## config.mk

```make
export PLATFORM = sky130hd
export DESIGN_NAME = instr_fetch_flat
export DESIGN_NICKNAME = d
export VERILOG_FILES = /design/src/rtl/riscv_pkg.sv /design/src/rtl/instr_fetch_if.sv /design/src/rtl/fetch_fifo.sv /design/src/rtl/instr_fetch.sv /design/src/flat_wrapper.sv
export SDC_FILE = /design/constraint.sdc
export NUM_CORES = 1
export LEC_CHECK = 0
export ABC_AREA = 1
export CORE_MARGIN = 2
export CORE_UTILIZATION = 57
export DETAILED_ROUTE_END_ITERATION = 8
export DONT_BUFFER_PORTS = 1
export MAX_ROUTING_LAYER = met4
export PLACE_DENSITY_LB_ADDON = 0.12
export SYNTH_ARGS = -nofsm -noshare
export SYNTH_HDL_FRONTEND = slang
export SYNTH_SLANG_ARGS = --single-unit
```

## constraint.sdc

```tcl
create_clock -name clk -period 1.3 [get_ports clk]
set_clock_uncertainty 0.1 [all_clocks]
set_input_delay 0.26 -clock clk [delete_from_list [all_inputs] [get_ports clk]]
set_output_delay 0.26 -clock clk [all_outputs]
set_load 0.1 [all_outputs]
```

## src/rtl/riscv_pkg.sv

```systemverilog
// Shared fetch-stage constants and the {pc, instr} entry layout.
package riscv_pkg;

    localparam int XLEN             = 32;
    localparam int FETCH_FIFO_DEPTH = 2;
    localparam logic [XLEN-1:0] NOP_INSTR = 32'h0000_0013;

    localparam int FETCH_PC_W    = XLEN;
    localparam int FETCH_INSTR_W = XLEN;
    localparam int FETCH_ENTRY_W = FETCH_PC_W + FETCH_INSTR_W;

    typedef struct packed {
        logic [FETCH_PC_W-1:0]    pc;
        logic [FETCH_INSTR_W-1:0] instr;
    } fetch_entry_t;

    function automatic logic word_aligned(input logic [XLEN-1:0] addr);
        return addr[1:0] == 2'b00;
    endfunction

endpackage

```

## src/rtl/instr_fetch_if.sv

```systemverilog
// Instruction-memory request/response and decode handoff signals of the fetch stage.
interface instr_fetch_if;
    import riscv_pkg::*;

    logic            imem_req_valid;
    logic [XLEN-1:0] imem_req_addr;
    logic            imem_req_ready;
    logic            imem_rsp_valid;
    logic [XLEN-1:0] imem_rsp_data;

    logic            instr_valid;
    logic [XLEN-1:0] instr_data;
    logic [XLEN-1:0] instr_pc;
    logic            instr_ready;

    // master: the fetch stage; slave: the memory/decode environment around it
    modport master (
        output imem_req_valid, imem_req_addr,
        input  imem_req_ready, imem_rsp_valid, imem_rsp_data,
        output instr_valid, instr_data, instr_pc,
        input  instr_ready
    );

    modport slave (
        input  imem_req_valid, imem_req_addr,
        output imem_req_ready, imem_rsp_valid, imem_rsp_data,
        input  instr_valid, instr_data, instr_pc,
        output instr_ready
    );

endinterface

```

## src/rtl/fetch_fifo.sv

```systemverilog
// Small synchronous FIFO holding fetched {pc, instr} entries; head is visible combinationally.
module fetch_fifo #(
    parameter int DEPTH = 2,
    parameter int WIDTH = 64
) (
    input  logic                       clk,
    input  logic                       rst_n,
    input  logic                       flush,
    input  logic                       push,
    input  logic                       pop,
    input  logic [WIDTH-1:0]           din,
    output logic [WIDTH-1:0]           dout,
    output logic [$clog2(DEPTH):0]     count,
    output logic                       empty
);

    localparam int PTR_W = $clog2(DEPTH);
    localparam int CNT_W = PTR_W + 1;

    logic [WIDTH-1:0] mem [DEPTH];
    logic [PTR_W-1:0] wr_ptr;
    logic [PTR_W-1:0] rd_ptr;
    logic             full;
    logic             do_push;
    logic             do_pop;

    assign empty   = (count == '0);
    assign full    = (count == CNT_W'(DEPTH));
    assign do_pop  = pop && !empty;
    assign do_push = push && (!full || do_pop);
    assign dout    = mem[rd_ptr];

    // Storage is reset so the head reads as zero straight out of reset.
    always_ff @(posedge clk or negedge rst_n) begin
        if (!rst_n) begin
            wr_ptr <= '0;
            rd_ptr <= '0;
            count  <= '0;
            for (int i = 0; i < DEPTH; i++) begin
                mem[i] <= '0;
            end
        end else if (flush) begin
            wr_ptr <= '0;
            rd_ptr <= '0;
            count  <= '0;
        end else begin
            if (do_push) begin
                mem[wr_ptr] <= din;
                wr_ptr      <= wr_ptr + 1'b1;
            end
            if (do_pop) begin
                rd_ptr <= rd_ptr + 1'b1;
            end
            case ({do_push, do_pop})
                2'b10:   count <= count + 1'b1;
                2'b01:   count <= count - 1'b1;
                default: count <= count;
            endcase
        end
    end

endmodule

```

## src/rtl/instr_fetch.sv

```systemverilog
// Fetch stage: issues one imem read at a time at pc_in, buffers {pc, instr} for decode,
// and drops stale words after a PC redirect.
module instr_fetch
    import riscv_pkg::*;
#(
    parameter int FIFO_DEPTH = FETCH_FIFO_DEPTH
) (
    input  logic            clk,
    input  logic            rst_n,
    input  logic [XLEN-1:0] pc_in,
    input  logic            halt,
    input  logic            flush,
    instr_fetch_if.master   bus,
    output logic            freeze_pc,
    output logic            fetch_fault
);

    localparam int CNT_W = $clog2(FIFO_DEPTH) + 1;

    logic             outstanding;
    logic             discard;
    logic [XLEN-1:0]  req_pc;
    logic [CNT_W-1:0] fifo_count;
    logic             fifo_empty;
    fetch_entry_t     push_entry;
    fetch_entry_t     head_entry;
    logic             slot_free;
    logic             eligible;
    logic             fire;
    logic             rsp_accept;
    logic             push;
    logic             pop;

    // Reserve a FIFO slot for the in-flight word so a response can never overflow.
    assign slot_free  = (fifo_count + CNT_W'(outstanding)) < CNT_W'(FIFO_DEPTH);
    assign eligible   = rst_n && !halt && !flush && !fetch_fault && !outstanding && slot_free;

    assign bus.imem_req_valid = eligible && word_aligned(pc_in);
    assign bus.imem_req_addr  = pc_in;
    assign fire               = bus.imem_req_valid && bus.imem_req_ready;
    assign freeze_pc          = !fire;

    // Responses with nothing outstanding (e.g. after a reset) are ignored.
    assign rsp_accept = bus.imem_rsp_valid && outstanding;
    assign push       = rsp_accept && !discard && !flush;
    assign pop        = bus.instr_valid && bus.instr_ready;
    assign push_entry = '{pc: req_pc, instr: bus.imem_rsp_data};

    assign bus.instr_valid = !fifo_empty;
    assign bus.instr_pc    = head_entry.pc;
    assign bus.instr_data  = head_entry.instr;

    fetch_fifo #(
        .DEPTH (FIFO_DEPTH),
        .WIDTH (FETCH_ENTRY_W)
    ) u_fifo (
        .clk   (clk),
        .rst_n (rst_n),
        .flush (flush),
        .push  (push),
        .pop   (pop),
        .din   (push_entry),
        .dout  (head_entry),
        .count (fifo_count),
        .empty (fifo_empty)
    );

    always_ff @(posedge clk or negedge rst_n) begin
        if (!rst_n) begin
            outstanding <= 1'b0;
            discard     <= 1'b0;
            req_pc      <= '0;
            fetch_fault <= 1'b0;
        end else begin
            if (fire) begin
                outstanding <= 1'b1;
                req_pc      <= pc_in;
            end else if (rsp_accept) begin
                outstanding <= 1'b0;
            end

            // A redirect with a word still in flight marks that word as stale.
            if (flush && outstanding && !bus.imem_rsp_valid) begin
                discard <= 1'b1;
            end else if (rsp_accept) begin
                discard <= 1'b0;
            end

            if (flush) begin
                fetch_fault <= 1'b0;
            end else if (eligible && !word_aligned(pc_in)) begin
                fetch_fault <= 1'b1;
            end
        end
    end

endmodule
```

## src/flat_wrapper.sv

```systemverilog
// flat-port wrapper written by rule: the top's interface ports become plain ports
module instr_fetch_flat import riscv_pkg::*;
#(
    parameter int FIFO_DEPTH = FETCH_FIFO_DEPTH
)
  (clk, rst_n, pc_in, halt, flush, freeze_pc, fetch_fault, bus_imem_req_valid, bus_imem_req_addr, bus_imem_req_ready, bus_imem_rsp_valid, bus_imem_rsp_data, bus_instr_valid, bus_instr_data, bus_instr_pc, bus_instr_ready);
  instr_fetch_if bus_i ();
  input  logic clk;
  input  logic rst_n;
  input  logic [XLEN-1:0] pc_in;
  input  logic halt;
  input  logic flush;
  output logic freeze_pc;
  output logic fetch_fault;
  output wire logic [$bits(bus_i.imem_req_valid)-1:0] bus_imem_req_valid;
  output wire logic [$bits(bus_i.imem_req_addr)-1:0] bus_imem_req_addr;
  input wire logic [$bits(bus_i.imem_req_ready)-1:0] bus_imem_req_ready;
  input wire logic [$bits(bus_i.imem_rsp_valid)-1:0] bus_imem_rsp_valid;
  input wire logic [$bits(bus_i.imem_rsp_data)-1:0] bus_imem_rsp_data;
  output wire logic [$bits(bus_i.instr_valid)-1:0] bus_instr_valid;
  output wire logic [$bits(bus_i.instr_data)-1:0] bus_instr_data;
  output wire logic [$bits(bus_i.instr_pc)-1:0] bus_instr_pc;
  input wire logic [$bits(bus_i.instr_ready)-1:0] bus_instr_ready;
  assign bus_imem_req_valid = bus_i.imem_req_valid;
  assign bus_imem_req_addr = bus_i.imem_req_addr;
  assign bus_i.imem_req_ready = bus_imem_req_ready;
  assign bus_i.imem_rsp_valid = bus_imem_rsp_valid;
  assign bus_i.imem_rsp_data = bus_imem_rsp_data;
  assign bus_instr_valid = bus_i.instr_valid;
  assign bus_instr_data = bus_i.instr_data;
  assign bus_instr_pc = bus_i.instr_pc;
  assign bus_i.instr_ready = bus_instr_ready;
  instr_fetch #(.FIFO_DEPTH(FIFO_DEPTH)) u_core (.clk(clk), .rst_n(rst_n), .pc_in(pc_in), .halt(halt), .flush(flush), .bus(bus_i), .freeze_pc(freeze_pc), .fetch_fault(fetch_fault));
endmodule
```

==> results.md, run 1 <==
- Outcome: stopped before the end
- Failing step: 4_1_cts
- Tool error: [ERROR DPL-0038] Utilization greater than 100%, impossible to legalize
- Post-Syn Nets: 987
- Hpwl dp: 12900 microns
- Area post-placement: 0.0101 sq mm
- Syn_area_per_cell: 8.49 sq um
- Cell Rows: 42
- Ys flop type: dfrtp_1
- Root Buffer: clkbuf_16
- Final GP Congestion: 0.827
- I/O Buffers: 0
- Ys Warns: 0
- Clock Sinks: 167
- Post CTS Setup Buffer Count: 59
- FFs w/ async S/R, synth: 100%
- # hold bufs at CTS: 64
- Top cells by count, synth: nand2_1, dfrtp_1, o21ai_0
- CTS max path bufs: 2
- Top cells by area, synth: dfrtp_1, nand2_1, o21ai_0, o21ai_2, buf_4
- Die width: 121 microns
- EDFF count, synth: 0
- Syn Inst Count: 916
- Starting Density: 58.5%
- Post-CTS Resized: 290
- Die Ht: 121 microns
- Synthesized area: 0.00777 sq mm
- Post-synthesis sequential area ratio: 53.7%
- Netlist cell types: 23
- Synth top area share: 53.7%
- Most frequent cell after synthesis: nand2_1
- Register bit total from synthesis: 167
- # IOs: 171
- CTS buffer count: 17
- H-tree lvl count: 4
- Post-synth top area cell: dfrtp_1
-- stage by stage --
stage / TNS [ns] / cells / util (%) / setup WS [ns]
2_1_floorplan: -54.65 / 916 / - / -0.817
3_5_place_dp: -41.43 / 1112 / 75.8 / -0.302
3_3_place_gp: -34.68 / 1112 / 75.8 / -0.261
-- kinds of logic after synthesis --
family / count (synthesis) / synth area share, %
simple gates: 384 / 20.1
compound gates: 199 / 14.7
buf+inv: 166 / 11.4
flops: 167 / 53.7
==> inputs of run 2 (changes only) <==
CORE_UTILIZATION = 40   (was 57)
MAX_ROUTING_LAYER = unset   (was met4)
PLACE_DENSITY_LB_ADDON = 0.15   (was 0.12)
clock period = 1.7 ns   (was 1.3 ns; I/O delays follow)
==> run 2 against run 1 <==
Effect of this change:
- synthesized area did not move
- synthesized cell count did not move
- the flow now finishes, with violations (negative hold slack, negative setup slack)
==> results.md, run 2 <==
- Area grow syn2layout: 59.0%
- Vias in the first global route: 6250
- Max reg flops: 128
- Setup crit end kind: output port
- Worst r2r src: u_core.outstanding$_DFFE_PN0P_
- Post-synth top area cell: dfrtp_1 (unchanged)
- Failing checks: negative hold slack, negative setup slack
- PwrDens: 1460 mW/mm^2
- RSZ-0062 raised after global routing: yes
- Antenna viol nets, final: 0
- Commonest non-fill, non-tap cell in the layout: nand2_1
- Final period util: 123%
- Worst skew pair latency: 0.42 ns
- Max VDD drop: 1.27 mV
- Slew Limit Fails: 0
- Reg clk slew, reported paths: 0.06 ns
- Crit path required time: 1.26 ns
- EDFF count, synth: 0 (unchanged)
- # IOs: 171 (unchanged)
- R2r worst-path depth: 12
- Synth top area share: 53.7% (unchanged)
- Total global routing overflow: 0
- Antenna violations before repair: 1
- DR iter-0 viols: 352
- Top cells by count, synth: nand2_1, dfrtp_1, o21ai_0 (unchanged)
- Final period demand of the worst path: 2.08 ns
- Die width: 143 microns (was 121 microns)
- Worst path slowest cell: dfrtp_4
- Starting Density: 41.2% (was 58.5%)
- H-tree lvl count: 4 (unchanged)
- CTS tree: built
- R2R Setup Slk: -0.17 ns
- Ys Warns: 0 (unchanged)
- Die Area: 0.0206 sq mm
- Post-synthesis sequential area ratio: 53.7% (unchanged)
- Crit path from: u_core.u_fifo.rd_ptr$_DFFE_PN0P_
- Synthesized area: 0.00777 sq mm (unchanged)
- Hold Crit Class: in -> async
- Stages on worst setup path: 4
- Layout cells sized above 1: 35.4%
- Crit path to: bus_instr_pc[20]
- Worst setup margin: -0.385 ns
- Root Buffer: clkbuf_16 (unchanged)
- Fillers: 1483
- Most frequent cells in the layout: nand2_1, dfrtp_1, buf_12, inv_1, nand2_2
- CP Cell Sequence: buf_12, buf_12, o21ai_4, buf_12
- Overall Power: 0.0180 W
- Die Ht: 143 microns (was 121 microns)
- Top reg by flops: u_core.u_fifo.mem
- Via count: 6496
- FFs w/ async S/R, synth: 100% (unchanged)
- Worst Path Max Fanout: 12
- Post-Syn Nets: 987 (unchanged)
- Leak: 5.84 nW
- Outcome: finished, violations left (was stopped before the end)
- Nets: 1132
- Register bit total from synthesis: 167 (unchanged)
- Arrival time worst endpoint: 1.64 ns
- CP top delay family: buffers and inverters
- Cell Rows: 50 (was 42)
- Rel. slew slack: 74.1%
- Crit start category: flop
- Fmax: 0.480 GHz
- First-pass DRT Iterations: 4
- Max-Cap Viols: 0
- Core Footprint: 0.0189 sq mm
- Pin count of the biggest net entering global routing: 169
- Final GP Congestion: 0.717 (was 0.827)
- GRT Resource Usage Total: 19.6%
- I/O Buffers: 0 (unchanged)
- Final setup viols: 161
- Hpwl dp: 11800 microns (was 12900 microns)
- Final Hold Violating Endpoints: 167
- Setup CP Type: reg -> out
- CP max stage delay: 0.52 ns
- CTS buffer count: 17 (unchanged)
- Syn Inst Count: 916 (unchanged)
- Top cells by area, synth: dfrtp_1, nand2_1, o21ai_0, o21ai_2, buf_4 (unchanged)
- Netlist cell types: 23 (unchanged)
- Fin Hold WS: -0.482 ns
- # hold bufs at CTS: 65 (was 64)
- Ys flop type: dfrtp_1 (unchanged)
- CP dominant cell by count: buf_12
- Syn_area_per_cell: 8.49 sq um (unchanged)
- Least-Margin Pin Slew: 0.389 ns
- Total wire length: 22700 microns
- Most frequent cell after synthesis: nand2_1 (unchanged)
- Setup_tns: -31.77 ns
- Clock Sinks: 167 (unchanged)
- First-pass GRT wire length: 31700 microns
- CP Buf/Inv Count: 3
- R2R Path End: u_core.u_fifo.mem[113]$_DFFE_PN0P_
- DRC violations left: 0
- Regs by FF count: u_core.u_fifo.mem x128, u_core.req_pc x32, u_core.u_fifo.count x2
- CTS max path bufs: 2 (unchanged)
- Vias per cell: 4.87
- Detailed-route wire length per cell: 17.0 microns
run 2: what timing repair did:
item,CTS,global route
endpoints found under the setup margin,67,215
endpoints found under the hold margin,265,167
resized for setup,39,92
gates cloned,1,24
buffers inserted,5,12
pin swaps,7,6
run 2: final cells by class:
type	instances	area [sq um]	area share [%]
Antenna cell	1	2.50	0.0202
Clock buffer	22	464	3.75
Clock inverter	10	123	0.992
Inverter	80	313	2.53
Multi-Input combinational cell	583	3640	29.5
Sequential cell	167	4190	33.9
Tap cell	260	325	2.63
Timing Repair Buffer	212	3310	26.8
run 2: routing by layer:
metal | track usage [%] | vias up | wire length (microns)
li1 | - | 3140 | -
met5 | 0 | - | 0
met2 | 31.8 | 157 | 11000
met4 | 4.95 | 0 | 249
met3 | 4.20 | 19 | 1060
met1 | 26.7 | 3180 | 10400
run 2: worst min path at each step:
stage / start / end / slack (ns)
finish: rst_n / u_core.u_fifo.mem[72]$_DFFE_PN0P_ / -0.48
global route: rst_n / u_core.u_fifo.mem[72]$_DFFE_PN0P_ / -0.51
CTS: rst_n / u_core.u_fifo.mem[1]$_DFFE_PN0P_ / -0.51
detailed placement: rst_n / u_core.u_fifo.mem[72]$_DFFE_PN0P_ / -0.05
global placement: rst_n / u_core.u_fifo.mem[72]$_DFFE_PN0P_ / -0.05
floorplan: rst_n / u_core.discard$_DFFE_PN0P_ / -0.06
run 2: through the flow:
stage | hold slack, ns | cells | worst slack [ns] | cell area (sq um) | util, %
after detailed placement | -0.0491 | 1197 | 0.0347 | 10200 | 53.7
after CTS | -0.506 | 1300 | -0.408 | 11600 | 61.3
after global placement | -0.0481 | 1197 | 0.0363 | 10200 | 53.7
final | -0.482 | 1335 | -0.385 | 12400 | 65.4
after global routing | -0.515 | 1335 | -0.422 | 12400 | 65.4
after floorplan | -0.0556 | 916 | -0.497 | 8640 | -
run 2: cell families (layout without fill, tap and decap cells):
kind of cell,count (synthesis),in the layout,share of synthesized area (%)
compound gates,199,199,14.7
buf+inv,166,324,11.4
flops,167,167,53.7
other cells,0,1,0
simple gates,384,384,20.1
run 2: where the power goes:
group | switching, W | leakage, nW | total [W] | internal, W
combinational | 0.00588 | 3.55 | 0.00933 | 0.00346
sequential | 0.000287 | 2.01 | 0.00482 | 0.00453
clock | 0.00161 | 0.277 | 0.00386 | 0.00225
Power figures use the tool's default switching activity.
==> inputs of run 3 (changes only) <==
PLACE_DENSITY = 0.5   (was unset)
PLACE_DENSITY_LB_ADDON = unset   (was 0.15)
REMOVE_ABC_BUFFERS = 1   (was unset)
==> run 3 against run 2 <==
Effect of this change:
- the run still ends with negative hold slack, negative setup slack left
- sequential power up 2%
- sequential share of layout area is 3.1 points lower
- via count is 8.1% higher
- power increased by 2.6%
- final area increased by 10%
- clock power hardly changed
- combinational power up 3.8%
- largest power group unchanged
- first-iteration DRC count is 9.7% higher
==> results.md, run 3 (same netlist as run 2, synthesis figures left out) <==
- Die width: 143 microns (unchanged)
- Via count: 7023 (was 6496)
- CTS buffer count: 17 (unchanged)
- Total global routing overflow: 0 (unchanged)
- Final period demand of the worst path: 2.14 ns (was 2.08 ns)
- Die Ht: 143 microns (unchanged)
- R2r worst-path depth: 12 (unchanged)
- Die Area: 0.0206 sq mm (unchanged)
- Arrival time worst endpoint: 1.70 ns (was 1.64 ns)
- Detailed-route wire length per cell: 19.7 microns (was 17.0 microns)
- Max VDD drop: 1.09 mV (was 1.27 mV)
- Antenna viol nets, final: 0 (unchanged)
- Clock Sinks: 167 (unchanged)
- Final period util: 126% (was 123%)
- Fin Hold WS: -0.494 ns (was -0.482 ns)
- RSZ-0062 raised after global routing: yes (unchanged)
- Hold Crit Class: in -> async (unchanged)
- Worst Path Max Fanout: 7 (was 12)
- Commonest non-fill, non-tap cell in the layout: nand2_1 (unchanged)
- CP max stage delay: 0.51 ns (was 0.52 ns)
- Setup crit end kind: output port (unchanged)
- DRC violations left: 0 (unchanged)
- PwrDens: 1360 mW/mm^2 (was 1460 mW/mm^2)
- Failing checks: negative hold slack, negative setup slack (unchanged)
- Gate power share: 52.4% (was 51.8%)
- # IOs: 171 (unchanged)
- CP top delay family: buffers and inverters (unchanged)
- CP Cell Sequence: buf_12, clkbuf_16, o21ai_4, buf_12 (was buf_12, buf_12, o21ai_4, buf_12)
- Root Buffer: clkbuf_16 (unchanged)
- CTS max path bufs: 2 (unchanged)
- Reg clk slew, reported paths: 0.07 ns (was 0.06 ns)
- CP Buf/Inv Count: 3 (unchanged)
- Slew Limit Fails: 0 (unchanged)
- Core Footprint: 0.0189 sq mm (unchanged)
- Clock Power Share: 21.1% (was 21.4%)
- Dpl cells: 1183 (was 1197)
- Total wire length: 26900 microns (was 22700 microns)
- CTS tree: built (unchanged)
- Final setup viols: 230 (was 161)
- Cell Rows: 50 (unchanged)
- Crit path required time: 1.26 ns (about the same)
- Leak: 6.73 nW (was 5.84 nW)
- Pre-CTS worst setup slack: 0.0308 ns (was 0.0347 ns)
- Sw Ratio: 44.9% (was 43.2%)
- Max reg flops: 128 (unchanged)
- Worst skew pair latency: 0.42 ns (about the same)
- Nets: 1160 (was 1132)
- First-pass DRT Iterations: 5 (was 4)
- Area grow syn2layout: 75.0% (was 59.0%)
- Setup_tns: -47.09 ns (was -31.77 ns)
- # hold bufs at CTS: 64 (was 65)
- Most frequent cells in the layout: nand2_1, dfrtp_1, nand2_2, buf_12, inv_1 (was nand2_1, dfrtp_1, buf_12, inv_1, nand2_2)
- Stages on worst setup path: 4 (unchanged)
- Fillers: 1310 (was 1483)
- H-tree lvl count: 4 (unchanged)
- Final Hold Violating Endpoints: 167 (unchanged)
- Max-Cap Viols: 0 (unchanged)
- CP dominant cell by count: buf_12 (unchanged)
- Vias in the first global route: 6407 (was 6250)
- Final non-filler cell total: 1364 (was 1335)
- First-pass GRT wire length: 31900 microns (was 31700 microns)
- DR iter-0 viols: 386 (was 352)
- Worst path slowest cell: dfrtp_4 (unchanged)
- Switching pwr: 0.00829 W (was 0.00777 W)
- Pin count of the biggest net entering global routing: 169 (unchanged)
- Pint: 0.0102 W (about the same)
- Fmax: 0.468 GHz (was 0.480 GHz)
- Final Core Density: 72.0% (was 65.4%)
- Crit start category: flop (unchanged)
- Setup CP Type: reg -> out (unchanged)
- GRT Resource Usage Total: 19.9% (was 19.6%)
- Worst setup margin: -0.437 ns (was -0.385 ns)
- I/O Buffers: 0 (unchanged)
- Hpwl dp: 12300 microns (was 11800 microns)
- Rel. slew slack: 68.8% (was 74.1%)
- Top reg by flops: u_core.u_fifo.mem (unchanged)
- Vias per cell: 5.15 (was 4.87)
- Regs by FF count: u_core.u_fifo.mem x128, u_core.req_pc x32, u_core.u_fifo.count x2 (unchanged)
- Final GP Congestion: 0.756 (was 0.717)
- Sequential group share of total power: 26.6% (was 26.8%)
- Layout cells sized above 1: 48.6% (was 35.4%)
- Least-Margin Pin Slew: 0.469 ns (was 0.389 ns)
- Antenna violations before repair: 2 (was 1)
- Starting Density: 41.2% (unchanged)
- Outcome: finished, violations left (unchanged)
[run 3: changes by cell type in the layout (fill, tap and decap cells not counted), sizes merged]
| cell | before | now |
|---|---|---|
| clkinv | 5 | 1 |
| dlygate4sd3 | 65 | 64 |
| clkbuf | 37 | 46 |
| inv | 80 | 90 |
| bufinv | 2 | 1 |
| diode | 1 | 2 |
| buf | 132 | 147 |
[run 3: timing repair]
action                                 CTS  global route
setup buffers                            7            35
setup endpoints to repair               67           217
pin swaps                               11            73
endpoints found under the hold margin  265           167
resized for setup                       48           380
cloned                                   2            41
[run 3: metal layers]
layer | share of wire (%) | routed length (microns) | global-route usage (%)
met1 | 42 | 11200 | 26.1
met2 | 51 | 13700 | 33.1
met3 | 5.6 | 1520 | 4.47
met4 | 2.1 | 561 | 5.83
met5 | 0 | 0 | 0
[run 3: final timing paths]
check                      slack [ns]                                end                               start
setup / recovery                -0.44                   bus_instr_pc[24]    u_core.u_fifo.rd_ptr$_DFFE_PN0P_
hold / removal                  -0.49  u_core.u_fifo.mem[85]$_DFFE_PN0P_                               rst_n
setup reg to reg                -0.27  u_core.u_fifo.mem[25]$_DFFE_PN0P_  u_core.u_fifo.count[1]$_DFFE_PN0P_
hold reg to reg                  0.39  u_core.u_fifo.mem[15]$_DFFE_PN0P_   u_core.u_fifo.mem[15]$_DFFE_PN0P_
max in group asynchronous        1.75   u_core.u_fifo.rd_ptr$_DFFE_PN0P_                               rst_n
min in group clk                 0.02     u_core.fetch_fault$_DFFE_PN0P_                                halt
[run 3: layout make-up]
type                            instances  area [sq um]  share of cell area [%]
Antenna cell                            2          5.00                  0.0368
Clock buffer                           17           425                    3.13
Clock inverter                         15           156                    1.15
Inverter                               80           329                    2.42
Multi-Input combinational cell        583          4260                    31.3
Sequential cell                       167          4180                    30.7
Tap cell                              260           325                    2.39
Timing Repair Buffer                  240          3920                    28.8
[run 3: power groups by stage]
stage	Clock, W	Sequential [W]	Combinational (W)
2_1_floorplan	0	0.00492	0.00530
4_1_cts	0.00393	0.00483	0.00871
3_3_place_gp	0	0.00488	0.00815
3_5_place_dp	0	0.00491	0.00822
5_1_grt	0.00413	0.00498	0.00999
6_report	0.00389	0.00492	0.00968
[run 3: metrics by stage]
stage	cell area, sq um	total power (W)
4_1_cts	11000	0.0175
3_3_place_gp	9370	0.0130
6_report	13600	0.0185
5_1_grt	13600	0.0191
3_5_place_dp	9370	0.0131
2_1_floorplan	7190	0.0102
